===== src/rtl/fifo_fwft_read_adapter.sv =====
// FIFO first-word-fall-through read adapter.
// Turns an upstream FIFO with one-cycle read latency into a registered
// valid/ready stream. A two-entry in-order buffer plus a pending-read flag
// lets the adapter keep issuing reads while downstream stalls. The sum of
// occupancy and pending reads is bounded by two, so a captured word always
// has a free slot.
module fifo_fwft_read_adapter #(
    parameter int G_W = 72
) (
    input  logic           i_clk,
    input  logic           i_arst,
    input  logic           i_fifo_empt,
    output logic           o_fifo_rena,
    input  logic [G_W-1:0] i_fifo_rdat,
    output logic           o_valid,
    input  logic           i_ready,
    output logic [G_W-1:0] o_data,
    output logic [1:0]     o_occ
);

    logic [G_W-1:0] entry0;
    logic [G_W-1:0] entry1;
    logic [1:0]     occ;
    logic           pend;

    logic           pop;
    logic [1:0]     occ_after_pop;
    logic [2:0]     demand;

    assign pop = (occ != 2'd0) && i_ready;

    // Occupancy after this edge's pop and the slot demand including the in-flight read.
    always_comb begin
        occ_after_pop = occ - {1'b0, pop};
        demand        = {1'b0, occ} + {2'b00, pend} - {2'b00, pop};
    end

    // Only read when the word it returns is guaranteed a free buffer slot.
    assign o_fifo_rena = ~i_fifo_empt & ~i_arst & (demand < 3'd2);

    // Occupancy and pending-read bookkeeping.
    always_ff @(posedge i_clk or posedge i_arst) begin
        if (i_arst) begin
            occ  <= 2'd0;
            pend <= 1'b0;
        end else begin
            pend <= o_fifo_rena;
            occ  <= occ_after_pop + {1'b0, pend};
        end
    end

    // Head entry: captures returning data into an empty head, or takes entry1
    // when the head is consumed with a second word behind it; otherwise holds
    // so the last head value stays visible when the buffer drains.
    always_ff @(posedge i_clk or posedge i_arst) begin
        if (i_arst) begin
            entry0 <= '0;
        end else if (pend && (occ_after_pop == 2'd0)) begin
            entry0 <= i_fifo_rdat;
        end else if (pop && (occ == 2'd2)) begin
            entry0 <= entry1;
        end
    end

    // Second entry: captures returning data when the head remains occupied.
    always_ff @(posedge i_clk or posedge i_arst) begin
        if (i_arst) begin
            entry1 <= '0;
        end else if (pend && (occ_after_pop == 2'd1)) begin
            entry1 <= i_fifo_rdat;
        end
    end

    assign o_valid = (occ != 2'd0);
    assign o_data  = entry0;
    assign o_occ   = occ;

endmodule

===== config.mk =====
export PLATFORM = sky130hd
export DESIGN_NAME = fifo_fwft_read_adapter
export DESIGN_NICKNAME = d
export VERILOG_FILES = /design/src/rtl/fifo_fwft_read_adapter.sv
export SDC_FILE = /design/constraint.sdc
export NUM_CORES = 1
export LEC_CHECK = 0
export CORE_ASPECT_RATIO = 0.6
export CORE_MARGIN = 2
export CORE_UTILIZATION = 51
export CTS_CLUSTER_SIZE = 25
export DETAILED_ROUTE_END_ITERATION = 16
export GPL_TIMING_DRIVEN = 0
export PLACE_DENSITY = 0.89
export SLEW_MARGIN = 40
export SYNTH_ARGS = -nofsm -noshare
export SYNTH_HDL_FRONTEND = slang
export SYNTH_SLANG_ARGS = --single-unit

===== constraint.sdc =====
create_clock -name i_clk -period 6.3 [get_ports i_clk]
set_clock_uncertainty 0.05 [all_clocks]
set_input_delay 1.575 -clock i_clk [delete_from_list [all_inputs] [get_ports i_clk]]
set_output_delay 1.575 -clock i_clk [all_outputs]
set_load 0.03 [all_outputs]

==> impl_metrics.tcl <==
set metrics [dict create \
    area_growth_pct 33.8 \
    synth_compound_area_share_pct 0 \
    synth_top_family_by_area "multiplexers" \
    fmaxAchievable_mhz 167 \
    wire_per_inst_um 19.5 \
    grt_pass1_vias 4391 \
    worstSetupPathType "input port to output port" \
    synthSimpleGateAreaFrac_pct 0.781 \
    synth-xor-area-share_pct 0.479 \
    grt_max_degree 76 \
    end_kind "output port" \
    overflow 0 \
    syn_avg_cell_area_sq_um 17.5 \
    root_buffer "clkbuf_16" \
    crit_path_max_fanout 2 \
    post_cts_buffers 0 \
    ctsResizeCount 0 \
    irDropWorstVdd_mv 0.296 \
    ys.flop_type "dfrtp_1" \
    slew_headroom_pct 64.8 \
    clock-sinks 147 \
    setup_tns_ps 0 \
    drc 0 \
    nNetsFinal 654 \
    hold_path.class "flop to flop" \
    worstPathBufferInverterCount 2 \
    cts_tree "built" \
    yosysUniqueCellTypes 18 \
    fin_ws_ps 325 \
    drt_wl_total_um 14800 \
    post-dp-hpwl_um 10000 \
    die-area_sq_um 14800 \
    syn_nets 483 \
    synth-async-reset-ratio_pct 100 \
    clk_pin_slew_ps 60 \
    htreeDepth 4 \
    dp_slack_ps 391 \
    ys_ff_latch 147 \
    globalplace.congestion 0.769 \
    synthMuxAreaShare_pct 42.0 \
    min_period_ps 5980 \
    track_usage_pct 21.2 \
    synthAdderAreaFrac_pct 0.817 \
    rsz0062_at_grt "no" \
    critPathMostFrequentCell "clkdlybuf4s50_1" \
    dieHeight_um 95.0 \
    port_buffers 151 \
    first_pass_iters 4 \
    viasPerCell 5.17 \
    core_sq_um 13600 \
    power_density_nw_per_um2 538 \
    drtIter0Drc 160 \
    cts_buffer_depth 2 \
    synth.most_common_cell "dfrtp_1" \
    start_kind "input port" \
    insertion_delay_ps 410 \
    synth_common_cells "dfrtp_1 (147), mux2_4 (140), mux2_2 (76), buf_6 (8)" \
    via_count 3935 \
    drtAntennaViolNets 0 \
    start_util_pct 51.9 \
    period_share_pct 94.8 \
    synth-edff-count 0 \
    tightest_slew_ps 529 \
    synth_top_area_share_pct 52.2 \
    hold_viol_final 0 \
    die_width_um 156 \
    finalMaxSlewViolations 0 \
    cts-hold-fix-buffers 0 \
    status "finished, final reports clean" \
    grt_first_pass_wirelength_um 23900 \
    cellLeakagePower_uw 0.00464 \
    slowest_stage "clkdlybuf4s50_1" \
    cp_cell_sequence "clkdlybuf4s50_1 > and2_1 > ha_1 > nand2b_1 > fa_1 > xor2_1 > nor4b_1 > clkdlybuf4s50_1" \
    syn-instance-count 403 \
    numCtsBuffers 17 \
    synth.cell_area_sq_um 7050 \
    cap_violations 0 \
    ys_top_cells_by_area "dfrtp_1 (52%), mux2_4 (30%), mux2_2 (12%), buf_8 (1.5%), buf_6 (1.3%)" \
    drive_gt1_share_pct 46.8 \
    cp.arrival_ps 4350 \
    antenna_found_initial 0 \
    setup_violations 0 \
    synth_top_area_cell "dfrtp_1" \
    path_delay_family "buffers and inverters" \
    rows 33 \
    io_pins 152 \
    ys_seq_area_share_pct 52.2 \
    yosysWarningCount 0 \
    max_stage_delay_ps 770 \
    n_antenna_cell 0 \
    critical_path_required_ps 4680 \
]
[cell families after synthesis]
group	count (synthesis)
flip-flops	147
XOR/XNOR	3
buffers and inverters	26
AND/OR/NAND/NOR	7
multiplexers	216
adder cells (fa/ha/maj)	4
[worst register-to-register path, stage by stage (launching register included)]
cell and delay [ps]:
dfrtp_1 480, or2_2 340, and2_1 190, ha_1 280, nand2b_1 160, fa_1 380
xor2_1 150, nor4b_1 430
[routing by layer]
layer | vias up | wire [um] | track usage (%)
li1 | 1785 | - | -
met1 | 2025 | 6930 | 28.9
met2 | 114 | 6710 | 32.9
met3 | 11 | 1090 | 7.41
met4 | 0 | 83 | 5.35
met5 | - | 0 | 0
[cell usage in the layout (no fill, tap or decap), drive strengths merged]
cell type and n:
clkbuf 19, xor2 1, clkdlybuf4s50 151, and2 1, mux2 216, bufinv 3
xnor2 2, nor4b 1, clkinvlp 1, buf 23, clkinv 4, dfrtp 147
nand2b 1, or2 1, nand3 2, fa 1, ha 3, inv 8
nand3b 1
[flip-flops by register name, summed over array words and instances (netlist names)]
name and flops:
pend 1, o_data 72, entry1 72, o_occ 2
[metrics by stage]
step | hold slack, ps | util (%) | instances | instance area (sq um) | total power, uW
finish | 453 | 69.4 | 761 | 9420 | 5070
global route | 466 | 69.4 | 761 | 9420 | 5310
CTS | 456 | 69.4 | 761 | 9420 | 5110
detailed placement | 444 | 64.9 | 730 | 8810 | 4020
global placement | 434 | 64.6 | 729 | 8780 | 3920
floorplan | 425 | - | 403 | 7050 | 3290
[report_power, final]
part | total [uW] | leakage, uW | internal [uW] | switching (uW)
clock | 1050 | 0.000297 | 641 | 411
sequential | 1630 | 0.00185 | 1370 | 261
combinational | 2380 | 0.00249 | 1410 | 976
total | 5070 | 0.00464 | 3420 | 1650
[cell type report]
type,count,area (sq um)
buffer,22,248
fill,893,4160
inverter,4,22.5
sequential,147,3680
clock inverter,12,170
clock buffer,19,443
tap,175,219
timing repair buffer,152,1540
multi-input combinational,230,3100
[path summary, 6_finish.rpt]
kind | end | from | depth (start not counted) | slack [ps]
max | o_fifo_rena | i_ready | 8 | 320
min | entry1[41]$_DFFE_PP0P_ | entry1[41]$_DFFE_PP0P_ | 1 | 450
max reg2reg | pend$_DFF_PP0_ | o_occ[1]$_DFF_PP0_ | 7 | 3690
min reg2reg | entry1[41]$_DFFE_PP0P_ | entry1[41]$_DFFE_PP0P_ | 1 | 450
max in group asynchronous | o_data[15]$_DFFE_PP0P_ | i_arst | 3 | 3890
min in group asynchronous | o_data[58]$_DFFE_PP0P_ | i_arst | 2 | 1580
Note: power is estimated with default switching activity, not from simulation.
